### src/rtl/router_ingress.sv
// Ingress stage of the 1x3 router: header decode, one-entry holding register, FIFO writes, parity check.
// Optional build macro ROUTER_DROP_CNT_EN adds a saturating drop_count output for packets sent to an invalid port.
module router_ingress #(
  parameter int WIDTH     = 8,
  parameter int NUM_PORTS = 3
) (
  input  logic                 clock,
  input  logic                 reset,
  input  logic                 pkt_valid,
  input  logic [WIDTH-1:0]     data_in,
  input  logic [NUM_PORTS-1:0] fifo_full,
  input  logic [NUM_PORTS-1:0] fifo_empty,
  input  logic [NUM_PORTS-1:0] soft_reset,
  output logic                 busy,
  output logic [NUM_PORTS-1:0] write_enb,
  output logic [WIDTH-1:0]     dout,
  output logic                 lfd_state,
  output logic                 err,
  output logic                 parity_done
`ifdef ROUTER_DROP_CNT_EN
  ,
  output logic [7:0]           drop_count
`endif
);

  // state      | meaning
  // IDLE       | waiting for a header byte
  // WAIT_EMPTY | header held until the destination FIFO is empty
  // PAYLOAD    | accepting payload bytes, folding them into the parity
  // PARITY     | accepting the parity byte
  // DRAIN      | source stalled until the held parity byte is written
  // CHECK      | publish parity result, pulse parity_done
  // DROP       | discarding a packet addressed to an invalid port

  localparam int AW = 2;
  localparam int LW = 6;

  typedef enum logic [2:0] {
    S_IDLE,
    S_WAIT_EMPTY,
    S_PAYLOAD,
    S_PARITY,
    S_DRAIN,
    S_CHECK,
    S_DROP
  } state_t;

  state_t         state_q;
  state_t         state_d;

  logic [WIDTH-1:0] hold_reg;
  logic             hold_lfd;
  logic             hold_vld;
  logic [AW-1:0]    dest;
  logic [LW-1:0]    remaining;
  logic [WIDTH-1:0] acc;
  logic             mismatch;
  logic [WIDTH-1:0] dout_last;

  logic [AW-1:0]    hdr_addr;
  logic [LW-1:0]    hdr_len;
  logic             hdr_ok;
  logic             dest_full;
  logic             dest_empty;
  logic             abort;
  logic             accept;
  logic             wr_go;
  logic             load_byte;

  assign hdr_addr   = data_in[AW-1:0];
  assign hdr_len    = data_in[AW +: LW];
  assign hdr_ok     = int'(hdr_addr) < NUM_PORTS;
  assign dest_full  = fifo_full[dest];
  assign dest_empty = fifo_empty[dest];

  // A flush of the active destination abandons the packet; IDLE and DROP own no FIFO.
  assign abort = soft_reset[dest] && (state_q != S_IDLE) && (state_q != S_DROP);

  assign accept = pkt_valid && !busy;

  assign wr_go = hold_vld && !dest_full && !abort &&
                 (state_q != S_WAIT_EMPTY) && (state_q != S_DROP);

  assign load_byte = ((state_q == S_IDLE) && hdr_ok) ||
                     (state_q == S_PAYLOAD) || (state_q == S_PARITY);

  always_ff @(posedge clock) begin
    if (reset) begin
      state_q <= S_IDLE;
    end else begin
      state_q <= state_d;
    end
  end

  always_comb begin
    state_d = state_q;
    if (abort) begin
      state_d = S_IDLE;
    end else begin
      case (state_q)
        S_IDLE: begin
          if (accept) begin
            if (!hdr_ok)                       state_d = S_DROP;
            else if (!fifo_empty[hdr_addr])    state_d = S_WAIT_EMPTY;
            else if (hdr_len == '0)            state_d = S_PARITY;
            else                               state_d = S_PAYLOAD;
          end
        end
        S_WAIT_EMPTY: begin
          if (dest_empty) state_d = (remaining == '0) ? S_PARITY : S_PAYLOAD;
        end
        S_PAYLOAD: begin
          if (accept && (remaining == LW'(1))) state_d = S_PARITY;
        end
        S_PARITY: begin
          if (accept) state_d = S_DRAIN;
        end
        S_DRAIN: begin
          if (!hold_vld) state_d = S_CHECK;
        end
        S_CHECK: begin
          state_d = S_IDLE;
        end
        S_DROP: begin
          // remaining was loaded with L, so L+1 bytes pass before it reads zero on an accept
          if (accept && (remaining == '0)) state_d = S_IDLE;
        end
        default: begin
          state_d = S_IDLE;
        end
      endcase
    end
  end

  always_comb begin
    busy        = (hold_vld && dest_full) ||
                  (state_q inside {S_WAIT_EMPTY, S_DRAIN, S_CHECK});
    write_enb   = '0;
    dout        = dout_last;
    lfd_state   = 1'b0;
    parity_done = 1'b0;
    if (wr_go) begin
      write_enb[dest] = 1'b1;
      dout            = hold_reg;
      lfd_state       = hold_lfd;
    end
    if ((state_q == S_CHECK) && !abort) begin
      parity_done = 1'b1;
    end
  end

  always_ff @(posedge clock) begin
    if (reset) begin
      hold_reg  <= '0;
      hold_lfd  <= 1'b0;
      hold_vld  <= 1'b0;
      dest      <= '0;
      remaining <= '0;
      acc       <= '0;
      mismatch  <= 1'b0;
      err       <= 1'b0;
      dout_last <= '0;
    end else begin
      if (wr_go) begin
        dout_last <= hold_reg;
      end

      // Drain and refill may coincide; the refill wins so throughput stays one byte per cycle.
      if (abort) begin
        hold_vld <= 1'b0;
      end else if (accept && load_byte) begin
        hold_reg <= data_in;
        hold_lfd <= (state_q == S_IDLE);
        hold_vld <= 1'b1;
      end else if (wr_go) begin
        hold_vld <= 1'b0;
      end

      case (state_q)
        S_IDLE: begin
          if (accept) begin
            remaining <= hdr_len;
            if (hdr_ok) begin
              dest <= hdr_addr;
              acc  <= data_in;
              err  <= 1'b0;
            end
          end
        end
        S_PAYLOAD: begin
          if (accept && !abort) begin
            acc       <= acc ^ data_in;
            remaining <= remaining - LW'(1);
          end
        end
        S_PARITY: begin
          if (accept && !abort) begin
            mismatch <= (data_in != acc);
          end
        end
        S_CHECK: begin
          if (!abort) begin
            err <= mismatch;
          end
        end
        S_DROP: begin
          if (accept) begin
            remaining <= remaining - LW'(1);
          end
        end
        default: begin
        end
      endcase
    end
  end

`ifdef ROUTER_DROP_CNT_EN
  always_ff @(posedge clock) begin
    if (reset) begin
      drop_count <= 8'd0;
    end else if ((state_q == S_IDLE) && accept && !hdr_ok && (drop_count != 8'hFF)) begin
      drop_count <= drop_count + 8'd1;
    end
  end
`endif

endmodule

### config.mk
export PLATFORM = sky130hd
export DESIGN_NAME = router_ingress
export DESIGN_NICKNAME = d
export VERILOG_FILES = /design/src/rtl/router_ingress.sv
export SDC_FILE = /design/constraint.sdc
export NUM_CORES = 1
export LEC_CHECK = 0
export CAP_MARGIN = 10
export CORE_MARGIN = 5
export CORE_UTILIZATION = 45
export CTS_CLUSTER_SIZE = 40
export DETAILED_ROUTE_END_ITERATION = 6
export PLACE_DENSITY = 0.66
export SYNTH_ARGS = -nofsm -noshare
export SYNTH_HDL_FRONTEND = slang
export SYNTH_SLANG_ARGS = --single-unit
### constraint.sdc
create_clock -name clock -period 2.52 [get_ports clock]
set_input_delay 0.504 -clock clock [delete_from_list [all_inputs] [get_ports clock]]
set_output_delay 0.504 -clock clock [all_outputs]
set_load 0.05 [all_outputs]
# ---- Yosys cells after proc, flatten, opt, wreduce, memory -nomap -nowiden
# Index checks and enable logic that the tools add are counted.
dict set report word_totals {
  input_bits 20
  output_inout_bits 15
  ff_bits 39
}
dict set report classes {
  reduce_logical 38
  eq_ne 20
  addsub 1
  muxes 39
  n_lt_le_gt_ge 4
  n_bitwise 2
}
# op count
set op_table {}
lappend op_table {{2-to-1 mux 8 bit} 4}
lappend op_table {{2-to-1 mux 3 bit} 8}
lappend op_table {{2-to-1 mux 6 bit} 3}
lappend op_table {{case mux 3 bit (6 select lines)} 1}
lappend op_table {{case mux 6 bit (3 select lines)} 1}
lappend op_table {{inequality test 2 bit, second input constant} 8}
lappend op_table {{case mux 8 bit (2 select lines)} 1}
lappend op_table {{logical AND 1 bit} 15}
lappend op_table {{2-to-1 mux 1 bit} 14}
lappend op_table {{zero test 6 bit} 2}
lappend op_table {{AND reduction 4 bit} 3}
lappend op_table {{equality test 3 bit, second input constant} 3}
lappend op_table {{nonzero test 3 bit} 3}
lappend op_table {{binary-select mux 1 bit (select 2 bit)} 4}
lappend op_table {{inequality test 8 bit} 1}
lappend op_table {{XOR 8 bit} 1}
lappend op_table {{equality test 3 x 2 -> 1 bit, second input constant} 2}
lappend op_table {{equality test 6 x 1 -> 1 bit, second input constant} 1}
lappend op_table {{< comparator 2 x 3 -> 1 bit, second input constant} 2}
lappend op_table {{AND reduction 6 bit} 1}
lappend op_table {{nonzero test 2 bit} 3}
lappend op_table {{subtractor 6 x 1 -> 6 bit, second input constant} 1}
lappend op_table {{inequality test 2 x 1 -> 1 bit, second input constant} 2}
lappend op_table {{AND reduction 2 bit} 2}
lappend op_table {{other kinds (14)} 18}

# ---- Depth between registers and ports, before layout
# Gate-level depths: netlist of the first run.
dict set report logic_depth {
  word_depth 10
  mapped_depth 8
}

# ---- Worst setup path before layout of the first run
# No wires, ideal clock.
dict set report synth_timing {
  path_kind {register -> output}
  start {register dest[1]}
  end {output write_enb[0]}
  stages_incl_launch_ff 7
  arrival_ps 2597
  required_time_ps 2016
  slack_ps -581
  path_buffers 2
  path_cell_list {dfxtp_1 -> buf_6 -> mux2i_4 -> o221ai_1 -> a221oi_4 -> buf_4 -> nor3b_1}
}
dict set report synth_via {
  elab_chain_len 9
  word_cells_on_any_way 18
  classes_between {2 x order compare; 7 x mux; 9 x reduce/logical}
}
# item line
set synth_rtl {}
lappend synth_rtl {{from (decl)} 54} ;# logic [AW-1:0] dest;
lappend synth_rtl {{from (signal assigned)} 184} ;# dest <= hdr_addr;
lappend synth_rtl {{binary-select mux 1 bit (select 2 bit)} 77} ;# assign abort = soft_reset[dest] && (state_q != S_IDLE) && (state_q != S_DROP);
lappend synth_rtl {{2-to-1 mux 1 bit (implied by the code)} 77}
lappend synth_rtl {{logical AND 1 bit (2 in series)} 77}
lappend synth_rtl {{zero test 1 bit} --}
lappend synth_rtl {{logical AND 1 bit (2 in series)} 81} ;# assign wr_go = hold_vld && !dest_full && !abort &&
lappend synth_rtl {{logical AND 1 bit} 82} ;# (state_q != S_WAIT_EMPTY) && (state_q != S_DROP);
lappend synth_rtl {{2-to-1 mux 3 bit (*)} 142} ;# if (wr_go) begin
lappend synth_rtl {{to (decl)} 15} ;# output logic [NUM_PORTS-1:0] write_enb,
# Every way passes the cells marked *; elsewhere a longest branch is shown, timed or not. The select of a mux whose other input is x is not followed.

# ---- Worst setup path after layout of the first run
dict set report layout_timing {
  start {register dest[1]}
  end {output dout[1]}
}
dict set report layout_via {
  elab_chain_len 9
  word_cells_on_any_way 13
  classes_between {5 x mux; 8 x reduce/logical}
}
# item line
set layout_rtl {}
lappend layout_rtl {{binary-select mux 1 bit (select 2 bit)} 77}
lappend layout_rtl {{2-to-1 mux 1 bit (implied by the code)} 77}
lappend layout_rtl {{logical AND 1 bit (2 in series)} 77}
lappend layout_rtl {{zero test 1 bit} --}
lappend layout_rtl {{logical AND 1 bit (*) (2 in series)} 81}
lappend layout_rtl {{logical AND 1 bit (*)} 82}
lappend layout_rtl {{2-to-1 mux 8 bit (*)} --}
lappend layout_rtl {{to (decl)} 16} ;# output logic [WIDTH-1:0] dout,
# Marks and branches as above.

==> out/metrics.csv, run 1 <==
metric,value,unit
Lkg Pwr,1.27,nW
Site Rows,26,
synthesized net count,299,
clock-pin slew on the worst setup and hold paths,0.08,ns
async set-reset flop share out of synthesis,0,%
area share of the largest cell type after synthesis,33.1,%
Reg2Reg Setup Slack,0.38,ns
Worst path slowest cell,dfxtp_4,
first-pass GRT wire length,10200,microns
Critical Path RT,2.02,ns
drt wl/cell,15.1,microns
register bit total from synthesis,39,
Setup CP Type,reg2out,
RSZ-0062 raised after global routing,yes,
clock power share,20.5,%
GPL Wtd Cong,0.871,
"Slew Viols, Final",0,
Final min period,2.68,ns
HP Class,reg2reg,
Num CTS Buffers,5,
commonest cells in the netlist,"39 x dfxtp_1, 29 x nor2_1, 17 x nand2_1",
Power Density,945,nW/um^2
Max Cap Violations,0,
CTS Sinks,39,
number of setup violations in the final report,10,
Slew headroom,62.3,%
Critical Path End Type,primary output,
gr ovfl total,0,
initial antenna violation count,0,
Total GRT Usage,19.6,%
clock root buffer master,clkbuf_8,
# hold bufs at CTS,0,
Initial Util,46.1,%
most frequent cell after synthesis,dfxtp_1,
P_int,1.86,mW
later-pin clock latency in the skew report,0.30,ns
critical path peak fanout,7,
worst setup path end,dout[1],
Post-Syn Area,2360,sq um
number of flops mapped to enable cells by yosys,0,
switch share,39.6,%
Vias,2214,
largest net degree at the start of global routing,36,
Hold WS,0.465,ns
I/O Pins,35,
antenna fix cells,0,
Total Wirelength,6070,microns
Fillers,440,
die area,6780,sq um
layout cells sized above 1,24.2,%
Synth cell types,50,
Synth-to-Final Area Change,38.2,%
outcome,"finished, violations left",
PnR Total Power,3.08,mW
reg-to-reg startpoint,dest[1],
skew final,0.00486,ns
CP startpoint,dest[1],
"Top FF cell, synth",dfxtp_1,
Mean Syn Cell Area,8.54,sq um
post-DP HPWL,4260,microns
# nets final,353,
synth top area cells,"dfxtp_1 33%, mux2i_1 5.9%, nor2_1 4.6%",
worst slew pin tran,0.564,ns
failing checks,negative setup slack,
vias in the first global route,2201,
Synth warnings,0,
DRC,0,
worst reg2reg path depth,7,
sequential cell area,785,sq um
final setup margin,-0.164,ns
combinational share of power,50.9,%
"Hold Vio Cnt, Final",0,
clock buffer depth,2,
Achievable Freq,0.373,GHz
First DRT Iteration DRCs,179,
vias per inst,5.52,
multi-input logic area,1500,sq um
Seq pwr share,28.6,%
CTS tree,done,
r2r endpoint,remaining[0],
ANT nets after route,0,
Die Y,82.4,microns
largest area contributor in the synthesized netlist,dfxtp_1,
final period utilization,106,%
"critical path, cell by cell","mux2i_4, o21ai_2, a221oi_4, buf_6, mux2_4, buf_12",
PortBufs,34,
H-tree levels,2,
drt first pass iters,4,
Worst setup SP type,register,
cell count after synthesis,276,
crit path DAT,2.18,ns
core area,5110,sq um
maximum vdd drop,0.529,mV
crit-path max cell delay,0.42,ns
sequential share of the synthesized area,33.1,%
width of the die,82.4,microns
P_sw,1.22,mW
[kinds of logic (layout without fill, tap and decap cells)]
kind of cell	after synthesis	after routing	share of synthesized area (%)
xor+xnor	8	8	2.97
fa+ha+maj	3	3	1.59
simple gates	109	109	24.7
flops	39	39	33.1
buf+inv	26	81	5.31
mux	25	25	13.0
compound gates	66	66	19.3
[routing by layer]
| layer | up-vias | track usage, % | wire length, microns |
|---|---|---|---|
| met5 | - | 0 | 0 |
| met4 | 0 | 6.31 | 102 |
| met3 | 12 | 4.56 | 257 |
| met2 | 55 | 32.9 | 2910 |
| met1 | 1047 | 24.7 | 2800 |
| li1 | 1100 | - | - |
[layout make-up]
type,count,area share [%]
flip-flops and latches,39,24.1
inverters,5,0.576
clock buffers,5,2.11
clock inverters,3,2.08
repair buffers,68,22.3
well taps,70,2.69
multi-input cells,211,46.2
[worst min-delay path by stage]
stage / startpoint / end / slack [ns] / cells past startpoint
finish: mismatch / err / 0.47 / 2
global route: remaining[5] / remaining[5] / 0.50 / 2
global placement: mismatch / err / 0.45 / 2
CTS: mismatch / err / 0.47 / 2
detailed placement: hold_lfd / hold_lfd / 0.46 / 2
floorplan: mismatch / err / 0.43 / 2
[worst max-delay path, delay by kind of cell, from the launching register on]
family                 cells  cell delay [ns]
multiplexers               2             0.64
buffers and inverters      2             0.36
AO/OA/AOI/OAI              2             0.46
flip-flops                 1             0.42
[repair_timing]
item                       4_1_cts  5_1_grt
buffers inserted                 4        2
resized for setup               20        6
pin swaps                        3        5
gates cloned                     1        0
setup endpoints to repair       12       12
[stage by stage]
stage | area, sq um | utilization (%) | setup WS, ns | cells | setup TNS (ns)
floorplan | 2370 | - | -0.0860 | 276 | -0.172
global placement | 3020 | 59.1 | -0.322 | 388 | -2.97
detailed placement | 3020 | 59.1 | -0.368 | 388 | -3.47
CTS | 3260 | 63.9 | -0.184 | 401 | -1.70
global route | 3260 | 63.7 | -0.256 | 401 | -2.28
finish | 3260 | 63.7 | -0.164 | 401 | -1.32
[power by group through the flow]
stage / Combinational, mW / Sequential, mW / Clock, mW
floorplan: 1.07 / 0.841 / 0
global placement: 1.48 / 0.882 / 0
detailed placement: 1.49 / 0.888 / 0
CTS: 1.58 / 0.877 / 0.644
global route: 1.72 / 0.901 / 0.667
finish: 1.57 / 0.879 / 0.632
[cells in the final DEF, fill, tap and decap left out, drive strengths merged, types with 12 or more instances in the layout]
cell	Yosys	layout
mux2i	16	16
a21oi	15	15
nor2	29	29
dfxtp	39	39
o21ai	20	20
nor2b	13	13
buf	9	48
clkdlybuf4s50	0	14
nand3	12	12
nand2	17	17
Note: power is estimated with default switching activity, not from simulation.
==> run 2, diff against run 1 <==
Settings changed: CORE_UTILIZATION 45 to 31, PLACE_DENSITY 0.66 to 0.49.
==> out/metrics.csv, run 2 (synthesis gave the netlist of run 1 again) <==
metric,value,unit
outcome,"finished, violations left",
failing checks,negative setup slack,
I/O Pins,35,
worst reg2reg path depth,7,
skew final,0.0118,ns
most frequent cells in the layout,"37 x dfxtp_1, 29 x nor2_1, 29 x buf_4",
CTS tree,done,
PortBufs,34,
"Hold Vio Cnt, Final",0,
Reg2Reg Setup Slack,0.34,ns
CP startpoint,dest[1],
drt first pass iters,4,
Initial Util,32.1,%
DRC,0,
P_int,1.77,mW
Final min period,2.67,ns
First DRT Iteration DRCs,99,
placed insts,416,
P_sw,1.23,mW
dpl ws,-0.369,ns
placed cell areas,3050,sq um
Synth-to-Final Area Change,38.4,%
Vias,2174,
gr ovfl total,0,
Setup TNS,-1.18,ns
Layout Utilization,44.5,%
crit path DAT,2.16,ns
reg-to-reg startpoint,dest[1],
Die Y,97.2,microns
Lkg Pwr,1.25,nW
Achievable Freq,0.375,GHz
maximum vdd drop,0.385,mV
later-pin clock latency in the skew report,0.30,ns
# nets final,351,
initial antenna violation count,0,
Site Rows,31,
Num CTS Buffers,5,
vias in the first global route,2146,
largest net degree at the start of global routing,36,
r2r endpoint,acc[3],
Hold WS,0.460,ns
antenna fix cells,0,
final period utilization,106,%
Slew headroom,56.2,%
clock-pin slew on the worst setup and hold paths,0.09,ns
width of the die,97.2,microns
vias per inst,5.08,
PnR Total Power,3.00,mW
die area,9440,sq um
Finished Cell Area,3260,sq um
H-tree levels,2,
HP Start,mismatch,
Worst setup SP type,register,
clock root buffer master,clkbuf_8,
# hold bufs at CTS,0,
switch share,41.0,%
Critical Path RT,2.02,ns
Total Wirelength,6320,microns
destination of the worst hold path,err,
first-pass GRT wire length,10600,microns
hold path depth,2,
layout cells sized above 1,24.0,%
HP Class,reg2reg,
Fillers,738,
post-DP HPWL,4540,microns
final setup margin,-0.148,ns
worst slew pin tran,0.656,ns
drt wl/cell,14.8,microns
core area,7330,sq um
Power Density,920,nW/um^2
number of setup violations in the final report,10,
critical path peak fanout,7,
Critical Path End Type,primary output,
clock power share,18.0,%
Max Cap Violations,0,
ANT nets after route,0,
RSZ-0062 raised after global routing,yes,
Total GRT Usage,13.5,%
clock buffer depth,2,
"commonest non-fill, non-tap cell in the layout",dfxtp_1,
"Slew Viols, Final",0,
Seq pwr share,29.4,%
Post-Layout Cell Count,428,
GPL Wtd Cong,0.818,
Setup CP Type,reg2out,
combinational share of power,52.6,%
CTS Sinks,39,
-- run 2: how the worst max path moves through the flow --
stage,to,slack (ns)
2_1_floorplan,write_enb[0],-0.09
3_3_place_gp,dout[7],-0.33
3_5_place_dp,dout[4],-0.37
4_1_cts,dout[5],-0.18
5_1_grt,dout[7],-0.23
6_report,dout[5],-0.15
-- run 2: metal layers --
layer,GRT usage (%),vias up,routed length (microns)
li1,-,1099,-
met1,17.8,1033,3050
met2,22.2,37,2930
met3,2.87,5,255
met4,3.89,0,76
met5,0,-,0
-- run 2: cell type report --
type	instances	area [sq um]	share of cell area, %
multi-input combinational	211	1510	46.3
inverter	5	18.8	0.575
clock buffer	5	68.8	2.11
tap	99	124	3.80
sequential	39	786	24.1
timing repair buffer	66	709	21.7
clock inverter	3	43.8	1.34
-- run 2: power groups by stage --
stage | sequential [mW] | combinational [mW] | clock (mW)
global placement | 0.887 | 1.52 | 0
floorplan | 0.841 | 1.07 | 0
CTS | 0.880 | 1.61 | 0.560
detailed placement | 0.888 | 1.53 | 0
global route | 0.903 | 1.74 | 0.575
finish | 0.881 | 1.58 | 0.541
-- run 2: worst max-delay path: stages (launching register included) --
cell,delay (ns)
dfxtp_4,0.42
mux2i_4,0.31
o221ai_2,0.16
a221oi_4,0.28
buf_6,0.20
mux2_4,0.33
buf_12,0.15
-- run 2: what timing repair did --
item,CTS,global route
endpoints found under the setup margin,12,12
setup buffers,4,1
cloned,1,0
endpoints found under the hold margin,0,0
resized for setup,22,7
pin swaps,3,6
